[config.mk]
export PLATFORM = sky130hd
export DESIGN_NAME = vga_frame_receiver_flat
export DESIGN_NICKNAME = d
export VERILOG_FILES = /design/src/rtl/vga_frame_receiver_if.sv /design/src/rtl/vga_frame_receiver.sv /design/src/flat_wrapper.sv
export SDC_FILE = /design/constraint.sdc
export NUM_CORES = 1
export LEC_CHECK = 0
export ABC_AREA = 1
export CORE_ASPECT_RATIO = 0.9
export CORE_MARGIN = 2
export CORE_UTILIZATION = 48
export DETAILED_ROUTE_END_ITERATION = 10
export PLACE_DENSITY = 0.74
export SLEW_MARGIN = 20
export SYNTH_ARGS = -nofsm -noshare
export SYNTH_HDL_FRONTEND = slang
export SYNTH_SLANG_ARGS = --single-unit
[constraint.sdc]
create_clock -name clk -period 3.4 [get_ports clk]
set_clock_uncertainty 0.2 [all_clocks]
set_input_delay 0.51 -clock clk [delete_from_list [all_inputs] [get_ports clk]]
set_output_delay 0.51 -clock clk [all_outputs]
set_load 0.1 [all_outputs]
[src/rtl/vga_frame_receiver_if.sv]
// rtl/vga_frame_receiver_if.sv - VGA sink video input and pixel report bundle
interface vga_frame_receiver_if;
    logic        pix_en;
    logic        hor_sync;
    logic        ver_sync;
    logic [7:0]  red;
    logic [7:0]  green;
    logic [7:0]  blue;
    logic        pix_valid;
    logic [9:0]  pix_x;
    logic [9:0]  pix_y;
    logic [23:0] pix_rgb;
    logic        frame_start;
    logic        locked;
    logic        line_err;
    logic        frame_err;
    logic [7:0]  err_count;

    modport master (
        output pix_en, hor_sync, ver_sync, red, green, blue,
        input  pix_valid, pix_x, pix_y, pix_rgb, frame_start, locked,
        input  line_err, frame_err, err_count
    );

    modport slave (
        input  pix_en, hor_sync, ver_sync, red, green, blue,
        output pix_valid, pix_x, pix_y, pix_rgb, frame_start, locked,
        output line_err, frame_err, err_count
    );
endinterface

[src/rtl/vga_frame_receiver.sv]
// rtl/vga_frame_receiver.sv - VGA timing checker that locks and reports visible pixels
module vga_frame_receiver #(
    parameter int H_VISIBLE   = 640,
    parameter int H_FRONT     = 16,
    parameter int H_SYNC      = 96,
    parameter int H_BACK      = 48,
    parameter int V_VISIBLE   = 480,
    parameter int V_FRONT     = 10,
    parameter int V_SYNC      = 2,
    parameter int V_BACK      = 33,
    parameter int SYNC_ACTIVE = 0
) (
    input  logic                 clk,
    input  logic                 rst,
    vga_frame_receiver_if.slave  vid
);
    localparam logic [9:0] H_TOTAL_C = 10'(H_VISIBLE + H_FRONT + H_SYNC + H_BACK);
    localparam logic [9:0] H_LAST_C  = 10'(H_VISIBLE + H_FRONT + H_SYNC + H_BACK - 1);
    localparam logic [9:0] H_START_C = 10'(H_SYNC + H_BACK);
    localparam logic [9:0] H_END_C   = 10'(H_SYNC + H_BACK + H_VISIBLE);
    localparam logic [9:0] V_TOTAL_C = 10'(V_VISIBLE + V_FRONT + V_SYNC + V_BACK);
    localparam logic [9:0] V_LAST_C  = 10'(V_VISIBLE + V_FRONT + V_SYNC + V_BACK - 1);
    localparam logic [9:0] V_START_C = 10'(V_SYNC + V_BACK);
    localparam logic [9:0] V_END_C   = 10'(V_SYNC + V_BACK + V_VISIBLE);
    localparam logic       ACT       = (SYNC_ACTIVE != 0);

    typedef enum logic [1:0] {SEARCH, VERIFY, LOCKED} state_t;

    state_t      state_q, state_d;
    logic [9:0]  hcnt_q, hcnt_d;
    logic [9:0]  vcnt_q, vcnt_d;
    logic        hs_prev_q, hs_prev_d;
    logic        vs_prev_q, vs_prev_d;
    logic        pix_valid_q, pix_valid_d;
    logic [9:0]  pix_x_q, pix_x_d;
    logic [9:0]  pix_y_q, pix_y_d;
    logic [23:0] pix_rgb_q, pix_rgb_d;
    logic        frame_start_q, frame_start_d;
    logic        locked_q, locked_d;
    logic        line_err_q, line_err_d;
    logic        frame_err_q, frame_err_d;
    logic [7:0]  err_count_q, err_count_d;
    logic        hedge, vedge, checking, err;

    always_comb begin
        hedge     = vid.pix_en && (vid.hor_sync == ACT) && (hs_prev_q != ACT);
        // vsync is only judged at line starts, so its history advances on H-edges
        vedge     = hedge && (vid.ver_sync == ACT) && (vs_prev_q != ACT);
        hs_prev_d = vid.pix_en ? vid.hor_sync : hs_prev_q;
        vs_prev_d = hedge ? vid.ver_sync : vs_prev_q;

        hcnt_d = hcnt_q;
        if (hedge)
            hcnt_d = '0;
        else if (vid.pix_en && hcnt_q != H_TOTAL_C)
            hcnt_d = hcnt_q + 10'd1;

        vcnt_d = vcnt_q;
        if (vedge)
            vcnt_d = '0;
        else if (hedge && vcnt_q != V_TOTAL_C)
            vcnt_d = vcnt_q + 10'd1;

        checking    = (state_q != SEARCH);
        line_err_d  = checking && vid.pix_en &&
                      (hedge ? (hcnt_q != H_LAST_C) : (hcnt_q == H_LAST_C));
        frame_err_d = checking && hedge &&
                      (vedge ? (vcnt_q != V_LAST_C) : (vcnt_q == V_LAST_C));
        err         = line_err_d || frame_err_d;

        // an erroring V-edge never advances the search, a fresh one is required
        state_d = state_q;
        case (state_q)
            SEARCH:  if (vedge) state_d = VERIFY;
            VERIFY:  if (err) state_d = SEARCH; else if (vedge) state_d = LOCKED;
            LOCKED:  if (err) state_d = SEARCH;
            default: state_d = SEARCH;
        endcase
        locked_d = (state_d == LOCKED);

        pix_valid_d   = locked_d && vid.pix_en &&
                        (hcnt_d >= H_START_C) && (hcnt_d < H_END_C) &&
                        (vcnt_d >= V_START_C) && (vcnt_d < V_END_C);
        pix_x_d       = pix_valid_d ? (hcnt_d - H_START_C) : pix_x_q;
        pix_y_d       = pix_valid_d ? (vcnt_d - V_START_C) : pix_y_q;
        pix_rgb_d     = pix_valid_d ? {vid.red, vid.green, vid.blue} : pix_rgb_q;
        frame_start_d = pix_valid_d && (hcnt_d == H_START_C) && (vcnt_d == V_START_C);
        err_count_d   = (err && err_count_q != 8'hFF) ? err_count_q + 8'd1 : err_count_q;
    end

    always_ff @(posedge clk) begin
        if (rst) begin
            state_q       <= SEARCH;
            hcnt_q        <= '0;
            vcnt_q        <= '0;
            hs_prev_q     <= ~ACT;
            vs_prev_q     <= ~ACT;
            pix_valid_q   <= 1'b0;
            pix_x_q       <= '0;
            pix_y_q       <= '0;
            pix_rgb_q     <= '0;
            frame_start_q <= 1'b0;
            locked_q      <= 1'b0;
            line_err_q    <= 1'b0;
            frame_err_q   <= 1'b0;
            err_count_q   <= '0;
        end else begin
            state_q       <= state_d;
            hcnt_q        <= hcnt_d;
            vcnt_q        <= vcnt_d;
            hs_prev_q     <= hs_prev_d;
            vs_prev_q     <= vs_prev_d;
            pix_valid_q   <= pix_valid_d;
            pix_x_q       <= pix_x_d;
            pix_y_q       <= pix_y_d;
            pix_rgb_q     <= pix_rgb_d;
            frame_start_q <= frame_start_d;
            locked_q      <= locked_d;
            line_err_q    <= line_err_d;
            frame_err_q   <= frame_err_d;
            err_count_q   <= err_count_d;
        end
    end

    assign vid.pix_valid   = pix_valid_q;
    assign vid.pix_x       = pix_x_q;
    assign vid.pix_y       = pix_y_q;
    assign vid.pix_rgb     = pix_rgb_q;
    assign vid.frame_start = frame_start_q;
    assign vid.locked      = locked_q;
    assign vid.line_err    = line_err_q;
    assign vid.frame_err   = frame_err_q;
    assign vid.err_count   = err_count_q;
endmodule

[src/flat_wrapper.sv]
// flat-port wrapper written by rule: the top's interface ports become plain ports
module vga_frame_receiver_flat 
#(
    parameter int H_VISIBLE   = 640,
    parameter int H_FRONT     = 16,
    parameter int H_SYNC      = 96,
    parameter int H_BACK      = 48,
    parameter int V_VISIBLE   = 480,
    parameter int V_FRONT     = 10,
    parameter int V_SYNC      = 2,
    parameter int V_BACK      = 33,
    parameter int SYNC_ACTIVE = 0
)
  (clk, rst, vid_pix_en, vid_hor_sync, vid_ver_sync, vid_red, vid_green, vid_blue, vid_pix_valid, vid_pix_x, vid_pix_y, vid_pix_rgb, vid_frame_start, vid_locked, vid_line_err, vid_frame_err, vid_err_count);
  vga_frame_receiver_if vid_i ();
  input  logic clk;
  input  logic rst;
  input wire logic [$bits(vid_i.pix_en)-1:0] vid_pix_en;
  input wire logic [$bits(vid_i.hor_sync)-1:0] vid_hor_sync;
  input wire logic [$bits(vid_i.ver_sync)-1:0] vid_ver_sync;
  input wire logic [$bits(vid_i.red)-1:0] vid_red;
  input wire logic [$bits(vid_i.green)-1:0] vid_green;
  input wire logic [$bits(vid_i.blue)-1:0] vid_blue;
  output wire logic [$bits(vid_i.pix_valid)-1:0] vid_pix_valid;
  output wire logic [$bits(vid_i.pix_x)-1:0] vid_pix_x;
  output wire logic [$bits(vid_i.pix_y)-1:0] vid_pix_y;
  output wire logic [$bits(vid_i.pix_rgb)-1:0] vid_pix_rgb;
  output wire logic [$bits(vid_i.frame_start)-1:0] vid_frame_start;
  output wire logic [$bits(vid_i.locked)-1:0] vid_locked;
  output wire logic [$bits(vid_i.line_err)-1:0] vid_line_err;
  output wire logic [$bits(vid_i.frame_err)-1:0] vid_frame_err;
  output wire logic [$bits(vid_i.err_count)-1:0] vid_err_count;
  assign vid_i.pix_en = vid_pix_en;
  assign vid_i.hor_sync = vid_hor_sync;
  assign vid_i.ver_sync = vid_ver_sync;
  assign vid_i.red = vid_red;
  assign vid_i.green = vid_green;
  assign vid_i.blue = vid_blue;
  assign vid_pix_valid = vid_i.pix_valid;
  assign vid_pix_x = vid_i.pix_x;
  assign vid_pix_y = vid_i.pix_y;
  assign vid_pix_rgb = vid_i.pix_rgb;
  assign vid_frame_start = vid_i.frame_start;
  assign vid_locked = vid_i.locked;
  assign vid_line_err = vid_i.line_err;
  assign vid_frame_err = vid_i.frame_err;
  assign vid_err_count = vid_i.err_count;
  vga_frame_receiver #(.H_VISIBLE(H_VISIBLE), .H_FRONT(H_FRONT), .H_SYNC(H_SYNC), .H_BACK(H_BACK), .V_VISIBLE(V_VISIBLE), .V_FRONT(V_FRONT), .V_SYNC(V_SYNC), .V_BACK(V_BACK), .SYNC_ACTIVE(SYNC_ACTIVE)) u_core (.clk(clk), .rst(rst), .vid(vid_i));
endmodule
# After elaboration in Yosys (flattened, before gate mapping)
# Index checks and enable logic that the tools add are counted.
[op_classes]
addsub = 5
order_cmp = 4
reduce_logical = 21
bitwise_logic = 2
eq_ne = 12
mux = 11
[op_table]
columns = ["operator", "n"]
rows = [
  ["10-bit two-way mux", 4],
  ["10-bit != test (second input constant)", 4],
  ["10-bit by 1-bit adder with 10-bit output (second input constant)", 2],
  ["10-bit == test (second input constant)", 2],
  ["10-bit less-than comparator (second input constant)", 2],
  ["1-bit logical AND", 18],
  ["10-bit by 6-bit == test with 1-bit output (second input constant)", 1],
  ["10-bit by 8-bit == test with 1-bit output (second input constant)", 1],
  ["10-bit by 6-bit >= comparator with 1-bit output (second input constant)", 1],
  ["10-bit by 8-bit >= comparator with 1-bit output (second input constant)", 1],
  ["10-bit by 6-bit subtractor with 10-bit output (second input constant)", 1],
  ["10-bit by 8-bit subtractor with 10-bit output (second input constant)", 1],
  ["8-bit by 1-bit adder with 8-bit output (second input constant)", 1],
  ["2-bit two-way mux", 4],
  ["8-bit != test (second input constant)", 1],
  ["2-bit one-hot mux with 3 select lines", 1],
  ["2-bit == test (second input constant)", 2],
  ["2-bit by 1-bit == test with 1-bit output (second input constant)", 1],
  ["2-bit logical NOT", 1],
  ["1-bit two-way mux", 2],
  ["1-bit inverter", 2],
  ["2-bit nonzero test", 1],
  ["1-bit logical OR", 1],
]
[totals]
ff_bits = 81
wordCells = 69
inputBits = 29
out_inout_bits = 57

# Depth between registers and ports, before layout
[depth]
depth_word = 18
ltp_mapped = 20
depth_no_buf = 19

# Least setup slack after synthesis
# No wires, ideal clock.
[synth_path]
kind = "input -> register"
from = "in vid_pix_en"
to = "reg u_core.pix_rgb_q[20] (netlist: u_core.vid.pix_rgb[20])"
path_buffers = 3
setup_slack_ps = 589
arrival_ps = 2499
setup_time_ps = 113
required_ps = 3087
cell_stages = 17
cell_sequence = "buf_4 > nand3_4 > inv_4 > nand3_4 > buf_2 > o21ai_0 > nor2_1 > ha_1 > inv_1 > nand2_2 > o21ai_2 > nand2_2 > nand4_4 > buf_2 > nand2_1 > nand2_1 > nor2_1"
[synth_via]
word_cells_on_any_way = 32
cone_classes = "4 x order compare; 1 x eq/ne; 11 x mux; 16 x reduce/logical"
[synth_lines]
columns = ["element", "line_no", "source"]
rows = [
  ["start, declared", "flat_wrapper.sv:18", "input wire logic [$bits(vid_i.pix_en)-1:0] vid_pix_en;"],
  ["1-bit logical AND * (2 in a row)", "vga_frame_receiver.sv:46", "hedge = vid.pix_en && (vid.hor_sync == ACT) && (hs_prev_q != ACT);"],
  ["1-bit logical AND, on equally long branches", "vga_frame_receiver.sv:61, vga_frame_receiver.sv:48", ""],
  ["10-bit two-way mux / 1-bit logical AND (equally long branches)", "vga_frame_receiver.sv:61, vga_frame_receiver.sv:48", ""],
  ["10-bit two-way mux *", "vga_frame_receiver.sv:59", "if (vedge)"],
  ["via u_core.vcnt_d[1]", "vga_frame_receiver.sv:31", "logic [9:0] vcnt_q, vcnt_d;"],
  ["10-bit by 6-bit >= comparator with 1-bit output", "vga_frame_receiver.sv:83", "(vcnt_d >= V_START_C) && (vcnt_d < V_END_C);"],
  ["1-bit logical AND", "vga_frame_receiver.sv:82", "(hcnt_d >= H_START_C) && (hcnt_d < H_END_C) &&"],
  ["1-bit logical AND *", "vga_frame_receiver.sv:83", ""],
  ["end signal, assigned", "vga_frame_receiver.sv:116", "pix_rgb_q <= pix_rgb_d;"],
  ["end, declared", "vga_frame_receiver.sv:37", "logic [23:0] pix_rgb_q, pix_rgb_d;"],
]
# The timed path passes the listed nets; every way through them passes the cells marked *.
# A chain may end at the register's enable or synchronous reset.

# Worst setup path in the final report
[layout_path]
from = "reg u_core.hcnt_q[0]"
to = "reg u_core.pix_rgb_q[6] (netlist: u_core.vid.pix_rgb[6])"
[layout_via]
elab_chain_cells = 12
word_cells_on_any_way = 21
cone_classes = "1 x add/sub; 2 x order compare; 4 x eq/ne; 6 x mux; 8 x reduce/logical"
[layout_lines]
columns = ["element", "line_no", "source"]
rows = [
  ["start, declared", "vga_frame_receiver.sv:30", "logic [9:0] hcnt_q, hcnt_d;"],
  ["start signal, assigned", "vga_frame_receiver.sv:109", "hcnt_q <= hcnt_d;"],
  ["parallel branches: the longest is 9 deep, another holds 10-bit by 1-bit adder with 10-bit output", "-", ""],
  ["1-bit logical AND * (2 in a row)", "vga_frame_receiver.sv:82", ""],
  ["1-bit logical AND *", "vga_frame_receiver.sv:83", ""],
]
# Mark *: on every way between the ends.

==> flow_summary.yaml <==
min_path:
  holdPathEnd: "u_core.state_q[0]"
  worstHoldStart: "u_core.state_q[1]"
  hp-class: "reg2reg"
  hold_depth: 1
sta:
  rsz0062_at_grt: "no"
  finalCriticalPeriod_ps: 3080
  period_share: 0.906
  setup_viol_count_final: 0
  tns_ps: 0
  max_freq_ghz: 0.325
  worstMarginPinSlew_ps: 990
  relSlewSlack: 0.338
  final-max-slew-violation-count: 0
  finalHoldViolations: 0
  hold_ws_ps: 276
  fin_ws_ps: 321
grt:
  grt_first_pass_wirelength_um: 18500
  grt_antenna_before_repair: 0
  grt.total_usage: 0.228
  grt_overflow: 0
  grt_max_degree: 67
  grt_pass1_vias: 4144
synthesis:
  syn-cell-area_um2: 4380
  postSynthAreaPerCell_um2: 6.26
  synth_cells: 700
  yosys_warnings: 0
  synthFlopType: "dfxtp_1"
  synth_async_sr_flop_share: 0
  synth-seq-area-share: 0.370
  synth.distinct_cells: 34
  synth_edf_count: 0
  synth-seq-cells: 81
  synthesis.nets: 738
power_and_ir_drop:
  p_seq_frac: 0.534
  p_per_area_nw_per_um2: 331
  pwr-share-clk: 0.361
  switchingPower_mw: 0.498
  combPwrFrac: 0.105
  ir_worst_vdd_uv: 265
  p_leak_nw: 2.77
  p_total_mw: 1.82
  power_switching_share: 0.273
  intPower_mw: 1.32
routing:
  postRouteWirelength_um: 11000
  wl_per_cell_um: 12.0
  drc: 0
  viasPerCell: 4.84
  via_count: 4444
  drt-initial-drc-count: 241
  ant_nets: 0
  first_pass_iters: 4
setup_path:
  required_ps: 3450
  path_class: "reg2reg"
  worst_setup_path_start_kind: "register"
  r2r-end: "u_core.vid.pix_rgb[6]"
  slowest_stage: "dfxtp_2"
  crit_chain: "inv_1 -> ha_1 -> nand2_1 -> nor2_1 -> nand3_1 -> nand2_2 -> o21ai_0 -> nand3_2 -> ha_1 -> nand2_1 -> nor2_1 -> nand3_1 -> nand3_2 -> nand4_4 -> buf_12 -> nand2_1 -> nand2_1 -> nor2_1"
  cp_max_fo: 66
  critPathMostFrequentCell: "nand2_1"
  r2r_setup_slack_ps: 320
  critPathArrivalTime_ps: 3130
  r2r_cells: 18
  slowest_delay_ps: 400
  cp-end-kind: "register"
  rr_startpoint: "u_core.hcnt_q[0]"
floorplanning:
  design.die.area_um2: 9900
  die-height_um: 94.6
  design.core.area_um2: 9000
  io_pins: 86
  std_cell_rows: 33
  die_w_um: 105
  initial_utilization: 0.487
clocking:
  numCtsBuffers: 9
  cts_tree: "built"
  htreeDepth: 3
  root_buffer: "clkbuf_8"
  path_clk_slew_ps: 90
  cts_hold_buf: 0
  clock_path_buffers: 2
  clk_latency_ps: 350
  clock_sinks: 81
run_status:
  status: "finished clean"
placement:
  io_buffers: 85
  post_dp_cell_area_um2: 5300
  routabilityCongestion: 0.899
  hpwl_um: 8230
  dp.cells: 901
  place_ws_ps: -42.7
layout:
  final_core_util: 0.612
  final_area_um2: 5510
  diodes: 0
  fin_cells: 919
  nets: 830
  multi_input_area_um2: 2260
  seqCellArea_um2: 1620
  final_common_cell: "nand2_1"
  drive_gt1_frac: 0.123
  num-fill-cells: 906
  synthToLayoutAreaGrowth_pct: 25.8
  layout_common_cells: "nand2_1 (208), nor2_1 (140), inv_1 (106), dfxtp_1 (80), buf_4 (57)"
run:
  cap_violations: 0
==> worst max-delay path by stage <==
stage          slack [ps]  cells after the start                     end              from
2_1_floorplan         590                     17  u_core.vid.pix_rgb[20]        vid_pix_en
3_3_place_gp           -2                     13     u_core.vid.pix_x[9]        vid_pix_en
3_5_place_dp          -40                     13     u_core.vid.pix_x[8]        vid_pix_en
4_1_cts               160                     18     u_core.vid.pix_x[8]  u_core.hcnt_q[0]
5_1_grt                 7                     18     u_core.vid.pix_x[8]  u_core.hcnt_q[0]
6_report              320                     18   u_core.vid.pix_rgb[6]  u_core.hcnt_q[0]
==> flip-flops by register name, summed over array words and instances, names as in the netlist <==
| name | flops |
|---|---|
| u_core.hcnt_q | 10 |
| u_core.hs_prev_q | 1 |
| u_core.state_q | 2 |
| u_core.vcnt_q | 10 |
| u_core.vid.err_count | 8 |
| u_core.vid.frame_err | 1 |
| u_core.vid.frame_start | 1 |
| u_core.vid.line_err | 1 |
| u_core.vid.locked | 1 |
| u_core.vid.pix_rgb | 24 |
| u_core.vid.pix_valid | 1 |
| u_core.vid.pix_x | 10 |
| u_core.vid.pix_y | 10 |
| u_core.vs_prev_q | 1 |
==> cell families after synthesis <==
group           count (synthesis)  share of synthesized area
compound gates                 28                     0.0380
xor+xnor                        9                     0.0180
fa+ha+maj                       9                     0.0257
buf+inv                       129                      0.115
flops                          81                      0.370
simple gates                  444                      0.433
==> layer usage <==
metal	global-route usage	vias up	routed length, µm
li1	-	2324	-
met1	0.296	1998	5090
met2	0.373	106	5150
met3	0.0552	16	598
met4	0.0800	0	199
met5	0	-	0
==> cell type report <==
type | count | share of cell area
sequential | 81 | 0.295
inverter | 109 | 0.0747
tap | 122 | 0.0277
multi-input combinational | 490 | 0.411
timing repair buffer | 101 | 0.159
clock buffer | 11 | 0.0257
clock inverter | 5 | 0.00704
==> synthesized netlist by cell type, types with 5 or more instances <==
library cell  number  area share
nor2_1           140        0.12
xor2_1             5       0.010
clkbuf_1           8      0.0069
ha_1               9       0.026
buf_2             10       0.011
nand3_1           45       0.051
a21oi_1            7      0.0080
nand2_1          208        0.18
nand4_1           21       0.030
nor3_1             8      0.0091
nand2_2            7       0.010
dfxtp_1           81        0.37
inv_1            106       0.091
o21ai_0           13       0.015
==> critical path: cells and delay by family (launching register included) <==
family                     cells  cell delay (ps)
AOI/OAI and AO/OA              1              250
and+or+nand+nor               13             1280
buffers and inverters          2              360
adders and majority gates      2              440
DFF                            1              400
==> repair_timing <==
item,4_1_cts,5_1_grt
setup buffers,0,2
resized for setup,0,3
setup endpoints to repair,0,46
==> power by group through the flow <==
stage	Combinational (mW)	Sequential (mW)	Clock, mW
2_1_floorplan	0.110	1.00	0
3_3_place_gp	0.188	0.995	0
3_5_place_dp	0.190	0.995	0
4_1_cts	0.191	0.973	0.679
5_1_grt	0.213	0.976	0.719
6_report	0.192	0.973	0.658
No activity file was read; power rests on OpenSTA's default activity.
